File: config.mk
export PLATFORM = sky130hd
export DESIGN_NAME = alu_sequencer
export DESIGN_NICKNAME = d
export VERILOG_FILES = /design/src/rtl/alu_seq_pkg.sv /design/src/rtl/dec2to4.sv /design/src/rtl/alu_sequencer.sv
export SDC_FILE = /design/constraint.sdc
export NUM_CORES = 1
export LEC_CHECK = 0
export CORE_MARGIN = 4
export CORE_UTILIZATION = 42
export DETAILED_ROUTE_END_ITERATION = 16
export GPL_TIMING_DRIVEN = 0
export HOLD_SLACK_MARGIN = 0.06
export PLACE_DENSITY = 0.88
export RECOVER_POWER = 100
export SETUP_SLACK_MARGIN = 0.5
export SLEW_MARGIN = 20
export SYNTH_ARGS = -nofsm -noshare
export SYNTH_HDL_FRONTEND = slang
export SYNTH_HIERARCHICAL = 1
export SYNTH_SLANG_ARGS = --single-unit
File: constraint.sdc
create_clock -name CLK -period 3.9 [get_ports CLK]
set_input_delay 0.585 -clock CLK [delete_from_list [all_inputs] [get_ports CLK]]
set_output_delay 0.585 -clock CLK [all_outputs]
set_load 0.02 [all_outputs]
File: src/rtl/alu_seq_pkg.sv
// Shared types and constants for the ALU control sequencer.
// Instruction layout: [9:6] opcode, [5:4] unused, [3:2] Rx, [1:0] Ry.
package alu_seq_pkg;

    localparam int IW = 10;

    localparam int OP_MSB = 9;
    localparam int OP_LSB = 6;
    localparam int RX_MSB = 3;
    localparam int RX_LSB = 2;
    localparam int RY_MSB = 1;
    localparam int RY_LSB = 0;

    localparam logic [3:0] LOAD_OP = 4'h0;
    localparam logic [3:0] MOV_OP  = 4'h1;

    typedef enum logic [1:0] {
        IDLE = 2'd0,
        T1   = 2'd1,
        T2   = 2'd2,
        T3   = 2'd3
    } state_t;

endpackage

File: src/rtl/dec2to4.sv
// 2-bit to one-hot decoder with enable; all-zero output when disabled.
module dec2to4 (
    input  logic       en,
    input  logic [1:0] sel,
    output logic [3:0] onehot
);

    assign onehot = en ? (4'b0001 << sel) : 4'b0000;

endmodule

File: src/rtl/alu_sequencer.sv
// Control FSM ahead of the multi-stage ALU: sequences register-file and bus controls per instruction.
// Optional macro ALU_SEQ_BACKTOBACK_EN lets EXEC in a DONE cycle start the next instruction with no idle bubble.
//
// state | meaning
// IDLE  | waiting for EXEC, all controls low
// T1    | LOAD/MOV transfer (final) or ALU op: Rx onto bus into A
// T2    | ALU op: Ry onto bus, result into G
// T3    | ALU op: G onto bus into Rx (final)
module alu_sequencer
    import alu_seq_pkg::*;
(
    input  logic          CLK,
    input  logic          RSTn,
    input  logic          EXEC,
    input  logic [IW-1:0] INSTR,
    output logic [3:0]    ALUcont,
    output logic          enA,
    output logic          enGin,
    output logic          enGout,
    output logic [3:0]    Rin,
    output logic [3:0]    Rout,
    output logic          EXTERN,
    output logic          BUSY,
    output logic          DONE
);

    state_t        state_q, state_d;
    logic [IW-1:0] ir_q;
    logic          load_ir;
    logic          rin_en, rout_en;
    logic [1:0]    rin_sel, rout_sel;
    logic [3:0]    op;
    logic [1:0]    rx, ry;
    logic          unused_ir_bits;

    assign op = ir_q[OP_MSB:OP_LSB];
    assign rx = ir_q[RX_MSB:RX_LSB];
    assign ry = ir_q[RY_MSB:RY_LSB];
    assign unused_ir_bits = ^ir_q[5:4];

    always_ff @(posedge CLK) begin
        if (!RSTn) begin
            state_q <= IDLE;
            ir_q    <= '0;
        end else begin
            state_q <= state_d;
            if (load_ir) ir_q <= INSTR;
        end
    end

    always_comb begin
        state_d  = state_q;
        load_ir  = 1'b0;
        rin_en   = 1'b0;
        rin_sel  = rx;
        rout_en  = 1'b0;
        rout_sel = rx;
        ALUcont  = 4'b0000;
        enA      = 1'b0;
        enGin    = 1'b0;
        enGout   = 1'b0;
        EXTERN   = 1'b0;
        DONE     = 1'b0;

        case (state_q)
            IDLE: begin
                if (EXEC) begin
                    load_ir = 1'b1;
                    state_d = T1;
                end
            end
            T1: begin
                if (op == LOAD_OP) begin
                    EXTERN  = 1'b1;
                    rin_en  = 1'b1;
                    DONE    = 1'b1;
                    state_d = IDLE;
                end else if (op == MOV_OP) begin
                    rout_en  = 1'b1;
                    rout_sel = ry;
                    rin_en   = 1'b1;
                    DONE     = 1'b1;
                    state_d  = IDLE;
                end else begin
                    rout_en = 1'b1;
                    enA     = 1'b1;
                    state_d = T2;
                end
            end
            T2: begin
                rout_en  = 1'b1;
                rout_sel = ry;
                enGin    = 1'b1;
                ALUcont  = op;
                state_d  = T3;
            end
            T3: begin
                enGout  = 1'b1;
                rin_en  = 1'b1;
                DONE    = 1'b1;
                state_d = IDLE;
            end
            default: state_d = IDLE;
        endcase

`ifdef ALU_SEQ_BACKTOBACK_EN
        // Chain straight into the next instruction from the final cycle.
        if (DONE && EXEC) begin
            load_ir = 1'b1;
            state_d = T1;
        end
`endif
    end

    assign BUSY = (state_q != IDLE);

    dec2to4 u_rin (
        .en     (rin_en),
        .sel    (rin_sel),
        .onehot (Rin)
    );

    dec2to4 u_rout (
        .en     (rout_en),
        .sel    (rout_sel),
        .onehot (Rout)
    );

endmodule

# == Yosys cells after proc, flatten, opt, wreduce, memory -nomap -nowiden ==
# Cells that the tools add are included.
# totals
ff_bits,12
inputBits,13
output_inout_bits,18
elab_cells,36
# op_classes
n_mux,24
eq_ne,5
reduce_logical,3
shift,2
# ops
operator,count
$mux W1,12
$mux W4,3
$mux W2,5
$pmux W2 S4,1
$shl A1 B2 Y4 const A,2
$eq A2 B2 Y1 const B,2
$eq A4 B1 Y1 const B,1
$logic_not A4 Y1,1
$pmux W1 S2,2
$pmux W2 S2,1
$eq A2 B1 Y1 const B,1
$logic_not A2 Y1,1
$ne A2 B2 Y1 const B,1
$reduce_bool A2 Y1,1

# == Logic depth before layout (Yosys ltp) ==
# Gate-level depths: netlist of the first run.
# logic_depth
word_depth,6
mapped_depth,6
depth_no_buf,6

# == Hierarchy ==
# The synthesis of the first run kept the hierarchy.
# by_module_without_submodules
mod,cells_per_inst,area_each_um2,seq_area_each_um2,n_inst
alu_sequencer,70,589.3,200.2,1
dec2to4,4,37.5,0.0,2

# == Worst setup path before layout of the first run ==
# Ideal clock, no wire load.
# synth_path
kind,reg-to-output
start,register state_q[0]
end,output port Rout[0]
slack_ps,1398
n_path_buf,0
t_arrival_ps,1917
stages_incl_launch_ff,7
t_required_ps,3315
cell_sequence,dfxtp_1 inv_1 ha_1 nand2_2 or4_1 a32o_1 nor3b_2
# synth_via
elab_chain_len,4
elab_cells_between_ends,6
cone_classes,eq/ne (2); shift (1); mux (3)
# synth_lines
item,line,rtl
"start, declared",alu_sequencer.sv:27,"state_t state_q, state_d;"
"start signal, assigned",alu_sequencer.sv:46,state_q <= state_d;
$eq A2 B2 Y1 / $eq A2 B1 Y1 (equally long branches),alu_sequencer.sv:65,case (state_q)
$pmux W2 S2 (*),alu_sequencer.sv:65,
named net rout_sel[0],alu_sequencer.sv:31,"logic [1:0] rin_sel, rout_sel;"
$shl A1 B2 Y4 (*),dec2to4.sv:8,assign onehot = en ? (4'b0001 << sel) : 4'b0000;
$mux W4 (*),dec2to4.sv:8,
"end, declared",alu_sequencer.sv:21,"output logic [3:0] Rout,"
# Mark *: on every way through the listed nets, which the timed path passes. The rest lies on a longest branch.

==> results of run 1 <==
==> synth_stat cells <==
master / instances
or2b_1: 1
clkbuf_1: 3
inv_1: 3
nand3_1: 8
or4b_4: 1
a41o_1: 1
a211oi_1: 1
a21oi_1: 1
nand2b_1: 2
nand2_2: 1
nor2b_1: 1
and2_2: 1
nor3b_2: 2
or4_1: 1
nand2_1: 12
nor2_1: 2
and3_2: 2
a21boi_0: 8
o211a_1: 1
o21ai_2: 1
ha_1: 5
o31a_2: 1
a32o_1: 2
and3b_1: 4
dfxtp_1: 10
and2_1: 3
==> power by group through the flow <==
stage | Clock [mW] | Combinational [mW] | Sequential, mW
after floorplan | 0 | 0.0548 | 0.119
after global placement | 0 | 0.0870 | 0.120
after detailed placement | 0 | 0.0892 | 0.121
after CTS | 0.0715 | 0.0897 | 0.119
after global routing | 0.0753 | 0.0923 | 0.121
final | 0.0684 | 0.0845 | 0.120
==> state kept, by name, summed over array words and instances (netlist names), named ones only <==
register  flops
state_q       1
ir_q          8
==> kinds of logic after synthesis <==
| family | count (synthesis) |
|---|---|
| buffers and inverters | 6 |
| flip-flops | 10 |
| AO/OA/AOI/OAI | 16 |
| AND/OR/NAND/NOR | 41 |
| adder cells (fa/ha/maj) | 5 |
==> area by class of cell <==
class / count / area, um2 / area share
Multi-Input combinational cell: 62 / 442 / 0.460
Timing Repair Buffer: 27 / 251 / 0.262
Sequential cell: 10 / 201 / 0.210
Clock buffer: 3 / 22.5 / 0.0235
Tap cell: 16 / 20.0 / 0.0209
Buffer: 3 / 11.3 / 0.0117
Inverter: 3 / 11.3 / 0.0117
==> how the worst max path moves through the flow <==
stage | startpoint | endpoint | slack, ns | depth (start not counted)
5_1_grt | register | Rout[3] | 0.45 | 7
4_1_cts | state_q[0] | Rout[1] | 0.51 | 7
2_1_floorplan | state_q[0] | Rout[0] | 1.40 | 6
3_5_place_dp | state_q[0] | Rout[1] | 0.79 | 7
6_report | register | Rout[3] | 0.58 | 7
3_3_place_gp | state_q[0] | Rout[1] | 0.87 | 7
==> routing by layer <==
layer  vias up  global-route usage  routed length, um
met5         -                   0                  0
met4         0               0.129                 48
met3         5              0.0113                133
met2        27               0.256                731
met1       292               0.155                633
li1        337                   -                  -
==> worst max-delay path: cells and delay by family, from the launching register on <==
family / cells / cell delay (ns)
buffers and inverters: 2 / 0.73
and+or+nand+nor: 3 / 0.71
DFF: 1 / 0.38
adders and majority gates: 1 / 0.34
AOI/OAI and AO/OA: 1 / 0.31
==> impl_metrics.env, run 1 <==
export IMPL_min_from="ir_q[0]"
export IMPL_postLayoutCoreUtil=0.637
export IMPL_cts_tree="yes"
export IMPL_cts_root_buf="clkbuf_4"
export IMPL_die_area_um2=2280
export IMPL_ioPinCount=31
export IMPL_wire_per_inst_um=12.5
export IMPL_p_per_area_nw_per_um2=284
export IMPL_switching_share=0.319
export IMPL_final_cell_mix="16 x dlygate4sd3_1, 12 x nand2_1, 9 x dfxtp_1"
export IMPL_start_util=0.441
export IMPL_total_power_uw=273
export IMPL_crit_type="reg -> out"
export IMPL_num_rows=14
export IMPL_post_route_period_util=0.852
export IMPL_synthXorXnorAreaFrac=0
export IMPL_fin_ws_ns=0.578
export IMPL_synth_top_family_by_area="simple AND/OR/NAND/NOR gates"
export IMPL_num_vias=661
export IMPL_detail_route_drc_violations=0
export IMPL_htreeDepth=1
export IMPL_cts_buffer_depth=2
export IMPL_drive_gt1_frac=0.120
export IMPL_synth_cell_types=26
export IMPL_grt_max_degree=11
export IMPL_stdcell_area_um2=960
export IMPL_pwr_share_seq=0.439
export IMPL_p_leak_nw=0.448
export IMPL_pwr_share_comb=0.310
export IMPL_dieHeight_um=47.8
export IMPL_synthTopCellsByArea="dfxtp_1 30%, ha_1 9.4%, a21boi_0 9.0%"
export IMPL_viasPerCell=5.33
export IMPL_finalNetCount=128
export IMPL_final_common_cell="dlygate4sd3_1"
export IMPL_cts_resized_gates=0
export IMPL_numPlacedInstances=121
export IMPL_synth_top_area_cell="dfxtp_1"
export IMPL_maxCapViolations=0
export IMPL_fillers=136
export IMPL_dr_pass1_iters=4
export IMPL_crit_chain="inv_1 -> ha_1 -> nand2_2 -> or4_1 -> a32o_1 -> and3_2 -> dlygate4sd3_1"
export IMPL_grt_pass1_vias=547
export IMPL_crit_arrival_ns=2.74
export IMPL_io_buffers=27
export IMPL_fmax_ghz=0.301
export IMPL_avgSynthCellArea_um2=8.52
export IMPL_grt_total_usage=0.147
export IMPL_r2r_start="state_q[0]"
export IMPL_hpwl_um=1230
export IMPL_worst_setup_path_end_kind="primary output"
export IMPL_drtIter0Drc=7
export IMPL_grt_ovfl_total=0
export IMPL_cp_max_fo=4
export IMPL_tightest_slew_ns=0.413
export IMPL_p_switching_uw=86.9
export IMPL_synthToLayoutAreaGrowth_pct=44.4
export IMPL_synthAdderAreaFrac=0.0942
export IMPL_peakVddDrop_mv=0.155
export IMPL_critical_path_slowest_cell="dlygate4sd3_1"
export IMPL_clkTransAtPathRegs_ns=0.06
export IMPL_worstRegToRegCells=6
export IMPL_hold_viol_final=0
export IMPL_internal_power_uw=186
export IMPL_stdcell_count=124
export IMPL_synthSimpleGateAreaFrac=0.373
export IMPL_slowest_delay_ns=0.64
export IMPL_worstPathRequired_ns=3.31
export IMPL_p_clk_frac=0.251
export IMPL_synth_mux_area_fraction=0
export IMPL_skew_ns=0.00346
export IMPL_outcome="completed"
export IMPL_post_cts_buffers=0
export IMPL_ys_warn_count=6
export IMPL_tns_ns=0
export IMPL_grt_pass1_wl_um=2270
export IMPL_clock_latency_ns=0.26
export IMPL_rsz0062_at_grt="false"
export IMPL_cts_hold_buffers_added=0
export IMPL_r2r_end="ir_q[2]"
export IMPL_num_antenna_cells=0
export IMPL_place_congestion=0.729
export IMPL_synth_compound_area_share=0.198
export IMPL_fin_crit_ns=3.32
export IMPL_fin_hold_ws_ns=0.465
export IMPL_synth_top_area_share=0.301
export IMPL_cts_sinks=10
export IMPL_min_delay_path_depth=2
export IMPL_syn_num_nets=96
export IMPL_die_width_um=47.8
export IMPL_synth_cells=78
export IMPL_place_ws_ns=0.794
export IMPL_ys_seq_elements=10
export IMPL_startpoint_type="register"
export IMPL_setup_viol_count_final=0
export IMPL_coreArea_um2=1510
export IMPL_wirelength_um=1550
export IMPL_drtAntennaViolNets=0
export IMPL_hold_end="ir_q[0]"
export IMPL_r2r_slack_ns=2.32
export IMPL_relSlewSlack=0.725
export IMPL_maxSlewViolCount=0
export IMPL_syn_cell_area_um2=664
export IMPL_hold_path_class="reg -> reg"
export IMPL_antenna_found_initial=0
export IMPL_place_area_um2=955
export IMPL_seq_area_frac_synth=0.301
export IMPL_cts_buffers=3
Power figures use the tool's default switching activity.
==> run 2: changes to the inputs <==
--- a/config.mk
+++ b/config.mk
@@ -9,7 +9,6 @@
 export CORE_UTILIZATION = 42
 export DETAILED_ROUTE_END_ITERATION = 16
 export GPL_TIMING_DRIVEN = 0
-export HOLD_SLACK_MARGIN = 0.06
 export PLACE_DENSITY = 0.88
 export RECOVER_POWER = 100
 export SETUP_SLACK_MARGIN = 0.5
==> results of run 2 <==
Final layout, timing and power as in run 1 (identical DEF).
